<file path="config.mk">
export PLATFORM = sky130hd
export DESIGN_NAME = mult_div_unit
export DESIGN_NICKNAME = d
export VERILOG_FILES = /design/src/rtl/mips_pkg.sv /design/src/rtl/mult_div_unit_div_step.sv /design/src/rtl/mult_div_unit.sv
export SDC_FILE = /design/constraint.sdc
export NUM_CORES = 1
export LEC_CHECK = 0
export ABC_CLOCK_PERIOD_IN_PS = 9180
export BUFFER_PORTS_ARGS = -buffer_cell sky130_fd_sc_hd__buf_2
export CAP_MARGIN = 25
export CORE_MARGIN = 3
export CORE_UTILIZATION = 45
export CTS_BUF_LIST = sky130_fd_sc_hd__clkbuf_8
export DETAILED_ROUTE_END_ITERATION = 10
export GPL_ROUTABILITY_DRIVEN = 0
export GPL_TIMING_DRIVEN = 1
export SYNTH_ARGS = -nofsm -noshare
export SYNTH_HDL_FRONTEND = slang
export SYNTH_SLANG_ARGS = --single-unit
</file>
<file path="constraint.sdc">
create_clock -name clk -period 9.18 [get_ports clk]
set_clock_uncertainty 0.2 [all_clocks]
set_input_delay 1.836 -clock clk [delete_from_list [all_inputs] [get_ports clk]]
set_output_delay 1.836 -clock clk [all_outputs]
set_load 0.02 [all_outputs]
</file>
<file path="src/rtl/mips_pkg.sv">
`default_nettype none
// ============================================================================
// mips_pkg : shared types and constants for the MIPS multiply/divide unit.
// Revision : 1.0
// ============================================================================
package mips_pkg;

  localparam int WORD_W  = 32;
  localparam int MD_ITER = 32;

  typedef enum logic [1:0] {
    IDLE   = 2'd0,
    MULT   = 2'd1,
    DIV    = 2'd2,
    FINISH = 2'd3
  } md_state_t;

  function automatic logic [WORD_W-1:0] negw(input logic [WORD_W-1:0] v);
    return ~v + 1'b1;
  endfunction

  // 0x80000000 maps onto itself, which is the correct unsigned magnitude.
  function automatic logic [WORD_W-1:0] abs_w(input logic [WORD_W-1:0] v);
    return v[WORD_W-1] ? negw(v) : v;
  endfunction

endpackage
`default_nettype wire

</file>
<file path="src/rtl/mult_div_unit_div_step.sv">
`default_nettype none
// ============================================================================
// div_restoring_step : one combinational restoring-division step on magnitudes.
// Revision : 1.0
// ============================================================================
module div_restoring_step
  import mips_pkg::*;
(
  input  logic [WORD_W-1:0] rem_i,
  input  logic [WORD_W-1:0] quo_i,
  input  logic [WORD_W-1:0] div_i,
  output logic [WORD_W-1:0] rem_o,
  output logic [WORD_W-1:0] quo_o
);

  logic [WORD_W:0] shifted;
  logic [WORD_W:0] trial;

  assign shifted = {rem_i, quo_i[WORD_W-1]};
  assign trial   = shifted - {1'b0, div_i};

  // Partial remainder stays below the divisor, so a set borrow bit means "restore".
  always_comb begin
    if (!trial[WORD_W]) begin
      rem_o = trial[WORD_W-1:0];
      quo_o = {quo_i[WORD_W-2:0], 1'b1};
    end else begin
      rem_o = shifted[WORD_W-1:0];
      quo_o = {quo_i[WORD_W-2:0], 1'b0};
    end
  end

endmodule
`default_nettype wire

</file>
<file path="src/rtl/mult_div_unit.sv">
`default_nettype none
// ============================================================================
// mult_div_unit : multicycle signed 32-bit multiply/divide feeding MIPS HI/LO.
// Option   : define MULT_DIV_ZERO_TRAP_EN to trap divide-by-zero on DivZero.
// Revision : 1.0
// ============================================================================
module mult_div_unit
  import mips_pkg::*;
(
  input  logic              clk,
  input  logic              reset,
  input  logic              MultOp,
  input  logic              DivOp,
  input  logic [WORD_W-1:0] A,
  input  logic [WORD_W-1:0] B,
  output logic              Busy,
  output logic              Done,
  output logic              DivZero,
  output logic [WORD_W-1:0] ResultHI,
  output logic [WORD_W-1:0] ResultLO
);

  md_state_t           state_q;
  logic [5:0]          cnt_q;
  logic [2*WORD_W:0]   acc_q;
  logic [WORD_W-1:0]   opnd_q;
  logic                quo_neg_q;
  logic                rem_neg_q;
  logic                dz_q;
  logic                op_div_q;
  logic                busy_q;
  logic                done_q;
  logic [WORD_W-1:0]   hi_q;
  logic [WORD_W-1:0]   lo_q;

  logic [WORD_W:0]     booth_sum_d;
  logic [2*WORD_W:0]   booth_acc_d;
  logic [WORD_W-1:0]   div_rem_d;
  logic [WORD_W-1:0]   div_quo_d;
  logic [WORD_W-1:0]   res_hi_d;
  logic [WORD_W-1:0]   res_lo_d;
  logic                last_step;

  // Accumulator layout: {hi[64:33], lo[32:1], booth_prev[0]}; the add is done
  // one bit wider so a 0x80000000 multiplicand cannot overflow the partial sum.
  always_comb begin
    booth_sum_d = {acc_q[2*WORD_W], acc_q[2*WORD_W:WORD_W+1]};
    case (acc_q[1:0])
      2'b01:   booth_sum_d = booth_sum_d + {opnd_q[WORD_W-1], opnd_q};
      2'b10:   booth_sum_d = booth_sum_d - {opnd_q[WORD_W-1], opnd_q};
      default: booth_sum_d = booth_sum_d;
    endcase
    booth_acc_d = {booth_sum_d, acc_q[WORD_W:1]};
  end

  div_restoring_step u_div_step (
    .rem_i (acc_q[2*WORD_W-1:WORD_W]),
    .quo_i (acc_q[WORD_W-1:0]),
    .div_i (opnd_q),
    .rem_o (div_rem_d),
    .quo_o (div_quo_d)
  );

  // A zero divisor keeps the raw all-ones quotient; the remainder still
  // takes the dividend's sign, giving back the original dividend.
  always_comb begin
    if (op_div_q) begin
      res_lo_d = (quo_neg_q && !dz_q) ? negw(acc_q[WORD_W-1:0]) : acc_q[WORD_W-1:0];
      res_hi_d = rem_neg_q ? negw(acc_q[2*WORD_W-1:WORD_W]) : acc_q[2*WORD_W-1:WORD_W];
    end else begin
      res_lo_d = acc_q[WORD_W:1];
      res_hi_d = acc_q[2*WORD_W:WORD_W+1];
    end
  end

  assign last_step = (cnt_q == 6'(MD_ITER - 1));

`ifdef MULT_DIV_ZERO_TRAP_EN
  logic divzero_q;
  assign DivZero = divzero_q;
`else
  assign DivZero = 1'b0;
`endif

  always_ff @(posedge clk) begin
    if (reset) begin
      state_q   <= IDLE;
      cnt_q     <= '0;
      acc_q     <= '0;
      opnd_q    <= '0;
      quo_neg_q <= 1'b0;
      rem_neg_q <= 1'b0;
      dz_q      <= 1'b0;
      op_div_q  <= 1'b0;
      busy_q    <= 1'b0;
      done_q    <= 1'b0;
      hi_q      <= '0;
      lo_q      <= '0;
`ifdef MULT_DIV_ZERO_TRAP_EN
      divzero_q <= 1'b0;
`endif
    end else begin
      done_q <= 1'b0;
`ifdef MULT_DIV_ZERO_TRAP_EN
      divzero_q <= 1'b0;
`endif
      case (state_q)
        IDLE: begin
          if (MultOp) begin
            acc_q    <= {{WORD_W{1'b0}}, B, 1'b0};
            opnd_q   <= A;
            op_div_q <= 1'b0;
            cnt_q    <= '0;
            busy_q   <= 1'b1;
            state_q  <= MULT;
          end else if (DivOp) begin
            acc_q     <= {1'b0, {WORD_W{1'b0}}, abs_w(A)};
            opnd_q    <= abs_w(B);
            quo_neg_q <= A[WORD_W-1] ^ B[WORD_W-1];
            rem_neg_q <= A[WORD_W-1];
            dz_q      <= (B == '0);
            op_div_q  <= 1'b1;
            cnt_q     <= '0;
            busy_q    <= 1'b1;
`ifdef MULT_DIV_ZERO_TRAP_EN
            state_q   <= (B == '0) ? FINISH : DIV;
`else
            state_q   <= DIV;
`endif
          end
        end
        MULT: begin
          acc_q <= booth_acc_d;
          cnt_q <= cnt_q + 6'd1;
          if (last_step) state_q <= FINISH;
        end
        DIV: begin
          acc_q <= {1'b0, div_rem_d, div_quo_d};
          cnt_q <= cnt_q + 6'd1;
          if (last_step) state_q <= FINISH;
        end
        FINISH: begin
          state_q <= IDLE;
          busy_q  <= 1'b0;
          done_q  <= 1'b1;
          cnt_q   <= '0;
`ifdef MULT_DIV_ZERO_TRAP_EN
          if (op_div_q && dz_q) begin
            divzero_q <= 1'b1;
          end else begin
            hi_q <= res_hi_d;
            lo_q <= res_lo_d;
          end
`else
          hi_q <= res_hi_d;
          lo_q <= res_lo_d;
`endif
        end
      endcase
    end
  end

  assign Busy     = busy_q;
  assign Done     = done_q;
  assign ResultHI = hi_q;
  assign ResultLO = lo_q;

endmodule
`default_nettype wire

</file>
==> metrics.txt <==
crit end category=register; TritonCTS clock tree=done; total track usage=27.9%; Synth Net Count=2157; r2r setup slk=4.18 ns; most common cell after layout, fill and taps aside=nor2_1; PD cells=240 nW/um^2; initial antenna violation count=0; syn avg cell area=7.52 sq um; CTS Sinks=175; final WL=50.7 mm; Die Ht=189 um; Yosys reg bits=175; WL/cell=20.4 um; Core ar.=32900 sq um; total power=3.93 mW; FMAX=197 MHz; H-tree depth=4; DPL Wire Length=38.1 mm; Max FO, Critical Path=38; root buf cell=clkbuf_8; layout cell share with drive strength beyond 1=10.5%; crit path kind=in2reg; First DRT Iteration DRCs=1411; worst min-delay path startpoint=cnt_q[5]; R2R depth=16; Post-synth EDFFs=0; peak supply drop=0.000202 V; Cell Area, Synth=15100 sq um; R2R Path End=acc_q[62]; Lkg Pwr=6.44 nW; Hold Fails Final Rpt=0; post-cts resize count=0; Die ar.=35900 sq um; Hold Buf Count CTS=0; worst r2r src=opnd_q[0]; type of the worst min-delay path=reg2reg; Data required, critical path=9.43 ns; Die W=189 um; total congestion overflow=0; worst-case headroom to the max-slew limit=35.0%; Final ANT Viol Nets=0; Top-Level Pins=135; Gate Count Post-Synth=2012; Slew @ Worst Pin=0.973 ns; NumNets Final=2176; Initial Utilization=46.0%; # Max-Cap Violations=0; Ys Warns=0; number of stages on the worst hold path=2; largest net degree at the start of global routing=84; synth-to-layout area growth=8.37%; Port Buffer Count=133; via/cell ratio=6.10; final max-slew violation count=0; run status=finished, final reports clean; ys flop type=dfxtp_1; CP Data Arrival Time=5.33 ns; most frequent cells in the layout=nor2_1 (248), a21oi_1 (178), dfxtp_1 (174), nand2_1 (152), buf_2 (132); WHS Endpoint=cnt_q[5]; crit path time final=5.08 ns; setup bufs post-CTS=0; vias in the first global route=14100; Inserted Clock Buffers=17; period utilization=55.3%; global-route wire length before repair=79.4 mm; Seq/Total Area, Yosys=23.1%; Ant. Diodes=0; # DRC=0; row count=66; final number of setup-violating endpoints=0; ys async rst share=0%; Skew-Pair Late Insertion Delay=0.51 ns; startpoint types=primary input; RSZ-0062 raised after global routing=no; Longest Clk Path Bufs=2; vias post-DR=15200; clock slew seen by the registers of the worst setup and hold paths=0.11 ns; Synth cell types=70; setup tns final=0 ns; drt pass-1 iters=6
-- worst max-delay path by stage --
stage	startpoint	to	slack [ns]
after global placement	MultOp	acc_q[61]	3.78
after global routing	opnd_q[0]	acc_q[62]	3.75
after detailed placement	MultOp	acc_q[61]	3.64
final	MultOp	acc_q[61]	4.10
after CTS	MultOp	acc_q[61]	4.18
after floorplan	B[6]	opnd_q[29]	4.34
-- routing by layer --
layer  global-route usage [%]  up-vias  wire, um
met5                        0        -         0
met4                     14.5        0      2760
met3                     4.98      115      3430
met2                     43.3      578     22400
met1                     36.9     7111     22100
li1                         -     7362         -
-- metrics by stage --
stage	instance area, sq um	setup slack, ns	util (%)	hold WS, ns	std cells
after floorplan	15100	4.34	-	0.249	2012
after global placement	16000	3.78	48.5	0.267	2451
after detailed placement	16000	3.64	48.6	0.275	2452
after CTS	16400	4.18	49.8	0.293	2483
after global routing	16400	3.75	49.9	0.314	2485
final	16400	4.10	49.9	0.293	2485
-- area by class of cell --
class	instances	area [sq um]
timing repair buffer	156	866
multi-input combinational	1619	10800
fill	3371	16500
tap	442	553
sequential	175	3510
clock inverter	13	150
clock buffer	18	248
inverter	62	233
-- state kept, by name (all words and copies together), names as in the netlist --
name	cells
Busy	1
Done	1
ResultHI	32
ResultLO	32
acc_q	65
cnt_q	6
dz_q	1
op_div_q	1
opnd_q	32
quo_neg_q	1
rem_neg_q	1
state_q	2
-- report_power, final --
part	internal, mW	switching [mW]
Clock	0.254	0.325
Combinational	0.862	1.40
Sequential	0.877	0.208
-- cell families (layout without fill, tap and decap cells) --
logic type | after synthesis | after routing | share of synthesized area, %
compound gates | 619 | 619 | 27.2
buf+inv | 218 | 249 | 5.46
mux | 113 | 113 | 7.49
xor+xnor | 210 | 210 | 12.2
flops | 175 | 175 | 23.1
simple gates | 599 | 599 | 18.1
fa+ha+maj | 77 | 77 | 6.46
other cells | 1 | 1 | 0.0248
-- cell usage after synthesis (7+ instances only) --
cell type / count / area (sq um)
nor2_1: 249 / 935
a21oi_1: 178 / 891
dfxtp_1: 175 / 3500
nand2_1: 152 / 571
clkbuf_1: 136 / 510
xnor2_1: 129 / 1130
mux2i_1: 111 / 1110
o21ai_0: 109 / 546
xor2_1: 81 / 709
ha_1: 75 / 938
inv_1: 60 / 225
a211oi_1: 41 / 308
a221oi_1: 38 / 333
nor3_1: 33 / 165
o31ai_1: 33 / 248
nand3_1: 30 / 150
a21o_1: 27 / 203
a31oi_1: 22 / 138
or3_1: 22 / 138
o211ai_1: 21 / 158
o22ai_1: 21 / 131
or4_1: 19 / 143
buf_1: 17 / 63.8
nor4_1: 16 / 100
nand2b_1: 15 / 93.8
o41ai_1: 15 / 131
a211o_1: 13 / 114
a221o_1: 11 / 110
a222oi_1: 11 / 110
and3_1: 11 / 68.8
o221ai_1: 11 / 96.3
a22o_1: 10 / 87.6
nor2b_1: 9 / 56.3
o21a_1: 9 / 67.6
and2_1: 8 / 50.1
nand4_1: 7 / 43.8
nor3b_1: 7 / 52.6
o21bai_1: 7 / 52.6
-- worst max-delay path, cell delays in order --
cell	delay [ns]
buf_2	0.07
buf_4	0.35
nor2_1	0.14
and2_1	0.20
nor2_1	0.08
buf_4	0.23
nand2_1	0.16
nor2_1	0.49
nand2_1	0.67
nor2_1	0.64
a22o_1	0.20
a221o_1	0.10
a311o_1	0.11
Power figures use the tool's default switching activity.
